File: src/rtl/pixel_readout.sv
// Column-side pixel readout: drives the ADC ramp onto the shared pixel bus,
// releases the bus during read strobes, captures pixel codes tagged with the
// pixel index and buffers them in a show-ahead FIFO with a valid/ready stream.
// Optional build macro: PIXEL_READOUT_GRAY_EN (Gray-coded ramp on the bus and
// Gray-to-binary decode of captured codes).
module pixel_readout #(
  parameter int unsigned DATA_W     = 8,
  parameter int unsigned NUM_PIX    = 4,
  parameter int unsigned FIFO_DEPTH = 8
) (
  input  logic                       clk,
  input  logic                       reset,
  input  logic                       convert,
  input  logic [NUM_PIX-1:0]         read_sel,
  input  logic [DATA_W-1:0]          bus_in,
  output logic [DATA_W-1:0]          ramp_data,
  output logic                       ramp_oe,
  output logic [DATA_W-1:0]          out_data,
  output logic [$clog2(NUM_PIX)-1:0] out_pix,
  output logic                       out_valid,
  input  logic                       out_ready,
  output logic                       frame_done,
  output logic                       overflow,
  output logic                       proto_err
);

  localparam int unsigned PIX_W = $clog2(NUM_PIX);
  localparam int unsigned AW    = $clog2(FIFO_DEPTH);
  localparam int unsigned CW    = AW + 1;

  typedef enum logic [1:0] {
    ST_IDLE,
    ST_CONV,
    ST_RD_TURN,
    ST_RD_HOLD
  } state_t;

  state_t               r_state;
  logic [PIX_W-1:0]     r_idx;
  logic                 r_proto_err;
  logic                 r_frame_done;
  logic                 r_overflow;
  logic [DATA_W-1:0]    r_ramp_bin;
  logic [DATA_W-1:0]    w_ramp_next;
  logic [DATA_W-1:0]    r_mem_data [FIFO_DEPTH];
  logic [PIX_W-1:0]     r_mem_pix  [FIFO_DEPTH];
  logic [AW-1:0]        r_wr_ptr;
  logic [AW-1:0]        r_rd_ptr;
  logic [CW-1:0]        r_count;

  logic                 w_sel_any;
  logic                 w_sel_onehot;
  logic                 w_sel_other;
  logic [PIX_W-1:0]     w_sel_idx;
  logic                 w_push;
  logic                 w_pop;
  logic                 w_full;
  logic                 w_wr;
  logic [DATA_W-1:0]    w_cap_data;

  // Index of the highest set strobe bit (only meaningful when one-hot)
  function automatic logic [PIX_W-1:0] sel_index(input logic [NUM_PIX-1:0] s);
    logic [PIX_W-1:0] idx;
    idx = '0;
    for (int unsigned i = 0; i < NUM_PIX; i++) begin
      if (s[i]) idx = PIX_W'(i);
    end
    return idx;
  endfunction

`ifdef PIXEL_READOUT_GRAY_EN
  logic [DATA_W-1:0] r_ramp_gray;

  function automatic logic [DATA_W-1:0] bin2gray(input logic [DATA_W-1:0] b);
    return b ^ (b >> 1);
  endfunction

  function automatic logic [DATA_W-1:0] gray2bin(input logic [DATA_W-1:0] g);
    logic [DATA_W-1:0] b;
    b = '0;
    b[DATA_W-1] = g[DATA_W-1];
    for (int i = int'(DATA_W) - 2; i >= 0; i--) begin
      b[i] = b[i+1] ^ g[i];
    end
    return b;
  endfunction

  assign ramp_data  = r_ramp_gray;
  assign w_cap_data = gray2bin(bus_in);
`else
  assign ramp_data  = r_ramp_bin;
  assign w_cap_data = bus_in;
`endif

  // Strobe decode
  assign w_sel_any    = |read_sel;
  assign w_sel_onehot = w_sel_any && ((read_sel & (read_sel - NUM_PIX'(1))) == '0);
  assign w_sel_idx    = sel_index(read_sel);
  assign w_sel_other  = |(read_sel & ~(NUM_PIX'(1) << r_idx));

  // Bus is released whenever any strobe is high
  assign ramp_oe = (read_sel == '0);

  // FIFO handshake; a pop in the same cycle makes room for a push into a full FIFO
  assign w_push = (r_state == ST_RD_TURN) && read_sel[r_idx];
  assign w_pop  = out_valid && out_ready;
  assign w_full = (r_count == CW'(FIFO_DEPTH));
  assign w_wr   = w_push && (!w_full || w_pop);

  assign out_valid  = (r_count != '0);
  assign out_data   = r_mem_data[r_rd_ptr];
  assign out_pix    = r_mem_pix[r_rd_ptr];
  assign frame_done = r_frame_done;
  assign overflow   = r_overflow;
  assign proto_err  = r_proto_err;

  // Saturating ramp increment while converting, cleared otherwise
  always_comb begin
    w_ramp_next = '0;
    if (convert) begin
      if (r_ramp_bin == '1) w_ramp_next = r_ramp_bin;
      else                  w_ramp_next = r_ramp_bin + DATA_W'(1);
    end
  end

  // Ramp counter register
  always_ff @(posedge clk) begin
    if (!reset) begin
      r_ramp_bin  <= '0;
`ifdef PIXEL_READOUT_GRAY_EN
      r_ramp_gray <= '0;
`endif
    end else begin
      r_ramp_bin  <= w_ramp_next;
`ifdef PIXEL_READOUT_GRAY_EN
      r_ramp_gray <= bin2gray(w_ramp_next);
`endif
    end
  end

  // Readout sequencer with protocol checking and frame_done pulse
  always_ff @(posedge clk) begin
    if (!reset) begin
      r_state      <= ST_IDLE;
      r_idx        <= '0;
      r_proto_err  <= 1'b0;
      r_frame_done <= 1'b0;
    end else begin
      r_frame_done <= w_push && (r_idx == PIX_W'(NUM_PIX - 1));
      case (r_state)
        ST_IDLE: begin
          if (convert) begin
            r_state <= ST_CONV;
            if (w_sel_any) r_proto_err <= 1'b1;
          end else if (w_sel_onehot) begin
            r_state <= ST_RD_TURN;
            r_idx   <= w_sel_idx;
          end else if (w_sel_any) begin
            r_proto_err <= 1'b1;
          end
        end
        ST_CONV: begin
          if (!convert)       r_state     <= ST_IDLE;
          else if (w_sel_any) r_proto_err <= 1'b1;
        end
        ST_RD_TURN: begin
          if (read_sel[r_idx]) begin
            r_state <= ST_RD_HOLD;
            if (w_sel_other) r_proto_err <= 1'b1;
          end else begin
            r_state     <= ST_IDLE;
            r_proto_err <= 1'b1;
          end
        end
        ST_RD_HOLD: begin
          if (!w_sel_any)       r_state     <= ST_IDLE;
          else if (w_sel_other) r_proto_err <= 1'b1;
        end
        default: r_state <= ST_IDLE;
      endcase
    end
  end

  // Output FIFO storage, pointers and sticky overflow
  always_ff @(posedge clk) begin
    if (!reset) begin
      r_wr_ptr   <= '0;
      r_rd_ptr   <= '0;
      r_count    <= '0;
      r_overflow <= 1'b0;
      for (int unsigned i = 0; i < FIFO_DEPTH; i++) begin
        r_mem_data[i] <= '0;
        r_mem_pix[i]  <= '0;
      end
    end else begin
      if (w_wr) begin
        r_mem_data[r_wr_ptr] <= w_cap_data;
        r_mem_pix[r_wr_ptr]  <= r_idx;
        r_wr_ptr             <= r_wr_ptr + AW'(1);
      end
      if (w_pop) r_rd_ptr <= r_rd_ptr + AW'(1);
      if (w_push && !w_wr) r_overflow <= 1'b1;
      case ({w_wr, w_pop})
        2'b10:   r_count <= r_count + CW'(1);
        2'b01:   r_count <= r_count - CW'(1);
        default: r_count <= r_count;
      endcase
    end
  end

endmodule

File: config.mk
export PLATFORM = sky130hd
export DESIGN_NAME = pixel_readout
export DESIGN_NICKNAME = d
export VERILOG_FILES = /design/src/rtl/pixel_readout.sv
export SDC_FILE = /design/constraint.sdc
export NUM_CORES = 1
export LEC_CHECK = 0
export ABC_AREA = 1
export BUFFER_PORTS_ARGS = -buffer_cell sky130_fd_sc_hd__buf_2
export CAP_MARGIN = 30
export CORE_ASPECT_RATIO = 1.5
export CORE_MARGIN = 5
export CORE_UTILIZATION = 60
export DETAILED_ROUTE_END_ITERATION = 10
export PLACE_DENSITY = 0.8
export SLEW_MARGIN = 20
export SYNTH_ARGS = -nofsm -noshare
export SYNTH_HDL_FRONTEND = slang
export SYNTH_SLANG_ARGS = --single-unit
File: constraint.sdc
create_clock -name clk -period 2.35 [get_ports clk]
set_input_delay 0.47 -clock clk [delete_from_list [all_inputs] [get_ports clk]]
set_output_delay 0.47 -clock clk [all_outputs]
set_load 0.01 [all_outputs]
# [Yosys cells after proc, flatten, opt, wreduce, memory -nomap -nowiden]
# Memory sizes are Yosys's and may differ from the RTL's. A register that Yosys moved wholly into a read port is not among the register bits.
# Cells that the tools add are included.
[totals] ff_bits=25 ram_bits=80 inputBits=16 output_inout_bits=23 n_memories=2
[classes] addsub=6 n_lt_le_gt_ge=1 eq_ne=14 shift=1 muxes=34 bitwise=4 n_reduce_logical=22
[mem_list] name="r_mem_data" depth=8 width=8 rd=1 rd_ports_with_merged_regs=1 wr=8 line="45" rtl="logic [DATA_W-1:0] r_mem_data [FIFO_DEPTH];"
[mem_list] name="r_mem_pix" depth=8 width=2 rd=1 rd_ports_with_merged_regs=1 wr=8 line="46" rtl="logic [PIX_W-1:0] r_mem_pix [FIFO_DEPTH];"
[op_table] cell="3-bit two-way mux" count=6
[op_table] cell="2-bit two-way mux" count=8
[op_table] cell="1-bit two-way mux" count=15
[op_table] cell="3-bit AND reduction" count=3
[op_table] cell="8-bit by 1-bit adder with 8-bit output, second input constant" count=1
[op_table] cell="4-bit AND" count=2
[op_table] cell="2-bit == test, second input constant" count=4
[op_table] cell="8-bit == test, second input constant" count=1
[op_table] cell="4-bit logical NOT" count=2
[op_table] cell="8-bit two-way mux" count=1
[op_table] cell="2-bit != test, second input constant" count=4
[op_table] cell="2-bit one-hot mux with 4 select lines" count=1
[op_table] cell="4-bit one-hot mux with 2 select lines" count=1
[op_table] cell="4-bit OR reduction" count=2
[op_table] cell="8-bit OR reduction" count=1
[op_table] cell="4-bit by 1-bit subtractor with 4-bit output, second input constant" count=2
[op_table] cell="3-bit by 1-bit adder with 3-bit output, second input constant" count=2
[op_table] cell="1-bit logical AND" count=6
[op_table] cell="3-bit != test, second input constant" count=2
[op_table] cell="4-bit by 1-bit adder with 4-bit output, second input constant" count=1
[op_table] cell="2-bit by 1-bit == test with 1-bit output, second input constant" count=2
[op_table] cell="4-bit == test, second input constant" count=1
[op_table] cell="4-bit NOT" count=1
[op_table] cell="1-bit one-hot mux with 4 select lines" count=1
[op_table] cell="11 further kinds" count=12

# [Depth between registers and ports, before layout]
# Gate-level depths: netlist (run 1).
[logic_depth] depth_word=9 mapped_depth=16

# [Worst setup path before layout (run 1)]
# No wires, ideal clock.
[synth_timing] kind="input -> register" from="input read_sel[3]" to="memory r_mem_data[0][0], enable pin" arrival_ns=1.801 setup_slack_ns=0.158 path_stages=8 cell_sequence="nand2_1 nand2_1 nand2_2 nand2_2 nand2_4 nor2_8 nand2_2 o21ai_0"
[synth_rtl] element="start, declared" line="14" rtl="input logic [NUM_PIX-1:0] read_sel,"
[synth_rtl] element="end, declared" line="45"

==> results.ini, run 1 <==
[timing]
finalHoldViolations=0
tightestPinTransition_ns=0.382
period_share_pct=95.6
finalSetupViolCount=0
fmax_ghz=0.445
slew-limit-headroom_pct=74.5
finalMaxSlewViolations=0
skew_ns=0.00976
post-route-min-period_ns=2.25

[global_route]
grt_start_max_net_pins=41
grt.overflow.total=0
antenna_found_initial=0
grtUsageTotal_pct=23.7
grt_pass1_vias=3983
grt_pass1_wl_um=18900

[clocking]
clk_pin_slew_ns=0.07
clock-root-buffer=clkbuf_16
htreeDepth=3
cts_tree=done
clk_latency_ns=0.35
clock_path_buffers=2
cts_sinks=108
cts_made_buffers=9
holdBufCountCts=0

[drt]
first_pass_iters=6
drtAntennaViolNets=0
drt_iter0_drc=365
viasPerCell=5.84
post-route-drc-count=0
wl_um=11900
routedWlPerCell_um=17.0
vias=4096

[logic_synthesis]
yosysWarnings=0
ys_ff_latch=108
synth_area_um2=5020
yosys.cell_types.count=31
syn_area_per_cell_um2=9.23
synth_cells=544
ys_seq_area_share_pct=59.0
synth_top_area_share_pct=47.8
synthTopCellsByArea=edfxtp_1, dfxtp_1, nor2_1
synth_top_area_cell=edfxtp_1
syn_nets=566

[floorplanning]
die-area_um2=10300
die_h_um=122
rows=41
core_um2=8310
die_x_um=84.7
io_pins=39
start_util_pct=60.4

[critical_path]
critical_path_class=flip-flop to primary output
end_kind=primary output
crit_fanout=40
worstPathArrival_ns=1.78
critPathLaunchType=flip-flop
cp.required_ns=1.88

[job]
cap_violations=0

[layout]
syn2layout_area_growth_pct=15.2
multi_input_area_um2=1770
nFillCells=639
register_area_um2=2970
diodes=0
finalInstanceArea_um2=5790
finalNetCount=611
layout-drive-gt1-share_pct=15.7
post-route-util_pct=69.6

[placement]
place_congestion=0.912
hpwl_um=8170
placed_area_um2=5430
portBuffers=38

[pwr]
ir_drop_uv=837
powerDensity_nw_per_um2=951
p_leak_nw=2.39

[min_path]
min_path_type=primary input to flip-flop

[outcome]
status=finished, final reports clean

[power by group]
| group | switching [W] | internal, W | total (W) |
|---|---|---|---|
| combinational | 0.00102 | 0.000585 | 0.00160 |
| sequential | 0.0000962 | 0.00218 | 0.00228 |
| clock | 0.000671 | 0.000953 | 0.00162 |
[repair_timing]
item | 4_1_cts | 5_1_grt
setup endpoints to repair | 5 | 10
buffers inserted | 0 | 0
cloned | 0 | 0
resized for setup | 2 | 7
[cell usage after synthesis]
library cell / count
buf_2: 6
nor4_1: 1
o21a_1: 1
a211oi_1: 2
xor2_1: 1
edfxtp_1: 80
nor2_2: 3
or2_1: 2
nor2_8: 1
o21ai_0: 38
o32ai_1: 20
nand2_4: 1
clkbuf_1: 19
inv_1: 42
nand2_2: 4
nand2_1: 70
a21boi_0: 1
buf_1: 2
xnor2_1: 2
nand4_1: 4
a31oi_1: 2
dfxtp_1: 28
nor3_1: 45
clkinv_1: 1
a21oi_1: 21
nand3_1: 14
inv_2: 1
nor2_1: 124
buf_6: 2
ha_1: 5
fa_1: 1
[layout by cell type, fill, tap and decap left out, types with 2 or more instances in the layout]
cell type / n
o32ai_1: 19
nor2_2: 3
inv_4: 4
buf_2: 38
nand2_1: 70
edfxtp_1: 80
nand2_2: 4
buf_4: 22
dfxtp_2: 2
ha_1: 5
nor2_1: 124
nor3_1: 45
a31oi_1: 2
o21ai_0: 38
dfxtp_1: 26
inv_1: 41
nand4_1: 4
nand3_1: 14
xnor2_1: 2
buf_12: 3
or2_1: 2
clkbuf_8: 2
a21oi_1: 21
clkbuf_16: 10
a211oi_1: 2
[layer usage]
metal | vias up | global-route usage (%) | part of all wire (%)
li1 | 1951 | - | -
met1 | 1951 | 26.2 | 37
met2 | 161 | 44.0 | 54
met3 | 33 | 3.25 | 4.8
met4 | 0 | 11.4 | 3.5
met5 | - | 0 | 0
[worst max-delay path, stage by stage (launching register included)]
cell and delay [ns]:
dfxtp_1 0.31, buf_4 0.33, o21ai_0 0.23, o32ai_2 0.21, nand2_1 0.12, nand2_1 0.08
buf_2 0.12
[registers in the layout, indices dropped and copies added, names as in the netlist, named ones only]
name,flops
frame_done,1
overflow,1
proto_err,1
r_count,4
r_idx,2
r_mem_data,64
r_mem_pix,16
r_rd_ptr,3
r_state,2
r_wr_ptr,3
ramp_data,8
[worst paths after layout]
| path | startpoint | endpoint | slack [ns] | depth (start not counted) |
|---|---|---|---|---|
| hold / removal | reset | r_state[1] | 0.42 | 3 |
| hold reg to reg | proto_err | proto_err | 0.45 | 2 |
| setup reg to reg | r_count[1] | r_count[3] | 0.28 | 13 |
| setup / recovery | flip-flop | out_data[6] | 0.10 | 6 |
[final cells by class]
cell class / count / area share [%]
clock buffers: 12 / 4.80
clock inverters: 4 / 0.887
inverters: 44 / 2.94
multi-input cells: 363 / 30.6
flip-flops and latches: 108 / 51.3
well taps: 107 / 2.31
repair buffers: 63 / 7.18
[cell families after synthesis]
group           count (synthesis)  share of synthesized area (%)
fa+ha+maj                       6                           1.64
simple gates                  269                           22.7
flops                         108                           59.0
compound gates                 85                           10.2
xor+xnor                        3                          0.523
buf+inv                        73                           5.90
[through the flow]
step	TNS, ns	std cells	power (W)	setup slack (ns)	hold slack [ns]
after floorplan	0	544	0.00335	0.158	0.412
after global placement	0	685	0.00378	0.288	0.428
after detailed placement	0	685	0.00386	0.203	0.436
after CTS	0	701	0.00547	0.00970	0.412
after global routing	-0.0331	701	0.00579	-0.0331	0.444
final	0	701	0.00550	0.102	0.424
(Power assumes the default switching activity.)
==> run 2, diff against run 1 <==
--- a/config.mk
+++ b/config.mk
@@ -11,6 +11,7 @@
 export CORE_ASPECT_RATIO = 1.5
 export CORE_MARGIN = 5
 export CORE_UTILIZATION = 60
+export CTS_BUF_LIST = sky130_fd_sc_hd__clkbuf_4 sky130_fd_sc_hd__clkbuf_8
 export DETAILED_ROUTE_END_ITERATION = 10
 export PLACE_DENSITY = 0.8
 export SLEW_MARGIN = 20
==> run 2 against run 1 <==
Register-to-register slack about the same. Critical endpoint is now out_pix[1]. Clock power decreased by 21%. Largest cell class unchanged. Sequential power about the same. Setup slack gained 0.018 ns. Flip-flop and latch count stayed put. Final area is 1.8% lower.
==> results.ini, run 2 (synthesized netlist as in run 1, its figures left out) <==
[outcome]
status=finished, final reports clean

[clocking]
clock-root-buffer=clkbuf_8
clock_path_buffers=2
holdBufCountCts=0
cts_sinks=108
clk_latency_ns=0.37
htreeDepth=3
postCtsSetupRepairBufs=0
cts_made_buffers=9
cts_tree=done
clk_pin_slew_ns=0.10

[layout]
finalInstanceArea_um2=5680
finalNetCount=611
syn2layout_area_growth_pct=13.1
largest_register_ffs=64
regMostFlops=r_mem_data
layout-drive-gt1-share_pct=15.5
layout_commonest_cell=nor2_1
layout_common_cells=nor2_1, edfxtp_1, nand2_1
final_cell_count_no_fill=701
post-route-util_pct=68.4
diodes=0

[pwr]
seq_power_share_pct=44.3
clockPowerShare_pct=24.9
ir_drop_uv=579
p_int_w=0.00342
power_switching_w=0.00171
switching_share_pct=33.4
powerDensity_nw_per_um2=903
p_leak_nw=2.34
power_frac_comb_pct=30.8

[critical_path]
cp.required_ns=1.88
crit_fanout=38
worstPathArrival_ns=1.76
end_kind=primary output
critPathLaunchType=flip-flop
critical_path_class=flip-flop to primary output

[placement]
portBuffers=38
place_congestion=0.912
placed_area_um2=5430
dp_slack_ns=0.203
place_inst=685
hpwl_um=8170

[global_route]
grtUsageTotal_pct=23.6
grt_pass1_wl_um=18900
antenna_found_initial=0
grt.overflow.total=0
grt_start_max_net_pins=41
grt_pass1_vias=3989

[timing]
period_share_pct=94.9
post-route-min-period_ns=2.23
setup_ws_ns=0.120
finalSetupViolCount=0
finalHoldViolations=0
rsz0062_at_grt=false
finalMaxSlewViolations=0
fin_setup_tns_ns=0
tightestPinTransition_ns=0.386
fmax_ghz=0.448
skew_ns=0.0113
slew-limit-headroom_pct=74.3

[drt]
post-route-drc-count=0
drt_iter0_drc=325
wl_um=11700
vias=4108
first_pass_iters=5
viasPerCell=5.86
routedWlPerCell_um=16.7
drtAntennaViolNets=0

[floorplanning]
core_um2=8310
start_util_pct=60.4
rows=41
die_h_um=122
die-area_um2=10300
io_pins=39
die_x_um=84.7

[min_path]
min_path_type=primary input to flip-flop

[job]
cap_violations=0

run 2: changes by cell type in the layout (fill, tap and decap cells not counted):
cell | before | now
bufinv_16 | 1 | 2
clkbuf_16 | 10 | 0
clkbuf_8 | 2 | 11
o32ai_1 | 19 | 20
o32ai_2 | 1 | 0
run 2: critical path, stage by stage (launching register included):
cell and delay (ns):
dfxtp_2 0.42, buf_12 0.22, nor2_1 0.07, o32ai_1 0.32
nand2_1 0.13, nand2_1 0.10, buf_2 0.13
run 2: per-layer routing:
metal / global-route usage [%] / vias up / wire length, µm
met4: 11.8 / 0 / 380
li1: - / 1952 / -
met5: 0 / - / 0
met2: 43.6 / 212 / 6240
met1: 26.4 / 1915 / 4390
met3: 3.11 / 29 / 710
run 2: layout make-up:
| class | count | area (µm²) |
|---|---|---|
| tap | 107 | 134 |
| timing repair buffer | 63 | 415 |
| clock inverter | 5 | 81.3 |
| inverter | 44 | 170 |
| fill | 654 | 2630 |
| sequential | 108 | 2970 |
| multi-input combinational | 363 | 1760 |
| clock buffer | 11 | 151 |
run 2: power groups by stage:
stage	registers [W]	clock network, W	logic (W)
floorplan	0.00229	0	0.00107
global placement	0.00230	0	0.00148
detailed placement	0.00231	0	0.00155
CTS	0.00227	0.00130	0.00157
global route	0.00229	0.00138	0.00176
finish	0.00228	0.00128	0.00158
run 2: final timing paths:
| check | depth (start not counted) | slack (ns) | endpoint | from |
|---|---|---|---|---|
| hold reg to reg | 1 | 0.45 | r_rd_ptr[2] | r_rd_ptr[2] |
| setup / recovery | 6 | 0.12 | out_pix[1] | flip-flop |
| hold / removal | 3 | 0.39 | r_state[1] | reset |
| setup reg to reg | 13 | 0.28 | r_count[3] | r_count[1] |
run 2: through the flow:
stage	hold WS [ns]	power (W)
global route	0.402	0.00543
detailed placement	0.436	0.00386
floorplan	0.412	0.00335
finish	0.390	0.00513
global placement	0.428	0.00378
CTS	0.365	0.00514
run 2: timing repair:
item                                    4_1_cts  5_1_grt
endpoints found under the setup margin        7       11
pin swaps                                     0        0
hold endpoints to repair                      0        0
resized for setup                             3        5
gates cloned                                  0        0
==> run 3, diff against run 2 <==
--- a/config.mk
+++ b/config.mk
@@ -10,10 +10,11 @@
 export CAP_MARGIN = 30
 export CORE_ASPECT_RATIO = 1.5
 export CORE_MARGIN = 5
-export CORE_UTILIZATION = 60
+export CORE_UTILIZATION = 56
 export CTS_BUF_LIST = sky130_fd_sc_hd__clkbuf_4 sky130_fd_sc_hd__clkbuf_8
+export CTS_CLUSTER_DIAMETER = 120
 export DETAILED_ROUTE_END_ITERATION = 10
-export PLACE_DENSITY = 0.8
+export PLACE_DENSITY = 0.78
 export SLEW_MARGIN = 20
 export SYNTH_ARGS = -nofsm -noshare
 export SYNTH_HDL_FRONTEND = slang
==> constraint.sdc (replaced) <==
create_clock -name clk -period 2.05 [get_ports clk]
set_input_delay 0.41 -clock clk [delete_from_list [all_inputs] [get_ports clk]]
set_output_delay 0.41 -clock clk [all_outputs]
set_load 0.01 [all_outputs]
==> run 3 against run 2 <==
The flow now finishes with violations (negative setup slack). Combinational power rose by 51%. Sequential share of layout area fell by 2.1 points. Critical path type unchanged. Cell count rose by 1.1%.
==> results.ini, run 3 (synthesized netlist as in run 1, its figures left out) <==
[min_path]
hp-start=read_sel[3]
min_path_type=primary input to flip-flop
worstHoldPathCells=3
min_to=r_idx[0]

[outcome]
status=finished, violations left
violations=negative setup slack

[critical_path]
cp.required_ns=1.64
worstPathArrival_ns=1.68
r2r_start=r_state[1]
slowest_delay_ns=0.45
cp.depth=7
worst_r2r_endpoint=r_count[3]
critPathLaunchType=flip-flop
r2r_cells=13
end_kind=primary output
critPathSlowestCell=dfxtp_4
cp_cell_sequence=inv_6 -> buf_16 -> nor2_1 -> o32ai_2 -> nand2_1 -> nand2_1 -> buf_2
rrSetupSlack_ns=0.13
critical_path_class=flip-flop to primary output
path_delay_family=flip-flops
crit_fanout=20
crit_top_cell=nand2_1
path_buf_inv=3

[global_route]
antenna_found_initial=0
grt_pass1_vias=4182
grt_start_max_net_pins=41
grt_pass1_wl_um=19600
grtUsageTotal_pct=23.2
grt.overflow.total=0

[floorplanning]
io_pins=39
core_um2=8780
die-area_um2=11000
rows=42
die_h_um=126
start_util_pct=57.2
die_x_um=87.3

[timing]
finalHoldViolations=0
skew_ns=0.00883
finalMaxSlewViolations=0
slew-limit-headroom_pct=70.6
period_share_pct=102
finalSetupViolCount=8
fmax_ghz=0.479
rsz0062_at_grt=true
post-route-min-period_ns=2.09
tightestPinTransition_ns=0.439
setup_ws_ns=-0.0364

[layout]
finalNetCount=618
diodes=0
nFillCells=672
register_area_um2=2970
post-route-util_pct=67.6
largest_register_ffs=64
multi_input_area_um2=1930
layout_common_cells=nor2_1, edfxtp_1, nand2_1
syn2layout_area_growth_pct=18.1
layout_commonest_cell=nor2_1
regMostFlops=r_mem_data
layout-drive-gt1-share_pct=20.9

[placement]
hpwl_um=8170
portBuffers=38
dp_slack_ns=-0.0375
place_congestion=0.904

[pwr]
ir_drop_uv=690
p_leak_nw=2.42
powerDensity_nw_per_um2=1030

[clocking]
clk_pin_slew_ns=0.09
clock_path_buffers=2
cts_made_buffers=9
cts_sinks=108
htreeDepth=3
clk_latency_ns=0.37
holdBufCountCts=0
clock-root-buffer=clkbuf_8
cts_tree=done

[drt]
routedWlPerCell_um=17.5
wl_um=12400
drtAntennaViolNets=0
vias=4158
viasPerCell=5.86
drt_iter0_drc=433
first_pass_iters=5
post-route-drc-count=0

[job]
cap_violations=0

[run 3: changes by cell type in the layout (fill, tap and decap cells not counted), moves of 3 or more]
cell,before,now
nor2_2,3,8
o21ai_0,38,30
o32ai_2,0,17
inv_4,4,0
o21ai_1,0,7
nor2_1,124,119
buf_16,0,3
o32ai_1,20,3
[run 3: worst max-delay path by stage]
stage | startpoint | end | slack (ns)
finish | flip-flop | out_pix[1] | -0.04
global route | flip-flop | out_data[0] | -0.10
CTS | flip-flop | out_pix[0] | -0.04
detailed placement | read_sel[3] | r_count[3] | -0.04
global placement | read_sel[3] | r_count[3] | 0.04
floorplan | r_idx[0] | r_mem_data[0][0] | -0.08
[run 3: area by class of cell]
class | count | area share (%)
sequential | 108 | 50.1
multi-input combinational | 363 | 32.5
timing repair buffer | 70 | 9.61
inverter | 44 | 2.87
clock buffer | 11 | 2.34
tap | 110 | 2.32
clock inverter | 3 | 0.274
[run 3: layer usage]
metal  up-vias  global-route usage (%)  wire length [µm]
met5         -                       0                 0
li1       1966                       -                 -
met1      1959                    25.0              4390
met4         0                    12.1               517
met3        43                    4.18               767
met2       190                    41.9              6760
[run 3: worst reg2reg max path, delay by kind of cell (launching register included)]
kind / cells / cell delay [ns]
buffers and inverters: 2 / 0.19
adders and majority gates: 1 / 0.29
and+or+nand+nor: 10 / 0.94
DFF: 1 / 0.40
[run 3: repair_timing]
action / in CTS / in global routing
gates cloned: 3 / 1
setup buffers: 0 / 0
pin swaps: 1 / 0
endpoints found under the setup margin: 10 / 13
gates resized for setup: 28 / 19
[run 3: power by group]
| group | internal (W) | switching [W] |
|---|---|---|
| Combinational | 0.000998 | 0.00138 |
| Sequential | 0.00250 | 0.000141 |
| Clock | 0.000450 | 0.000655 |
[run 3: stage by stage]
| stage | std cells | power [W] | cell area (µm²) | hold slack (ns) | setup TNS [ns] |
|---|---|---|---|---|---|
| finish | 709 | 0.00613 | 5930 | 0.355 | -0.124 |
| CTS | 708 | 0.00594 | 5840 | 0.342 | -0.0768 |
| global route | 709 | 0.00647 | 5930 | 0.382 | -0.819 |
| detailed placement | 691 | 0.00450 | 5490 | 0.449 | -0.0375 |
| global placement | 691 | 0.00444 | 5490 | 0.428 | 0 |
| floorplan | 544 | 0.00384 | 5020 | 0.412 | -3.34 |
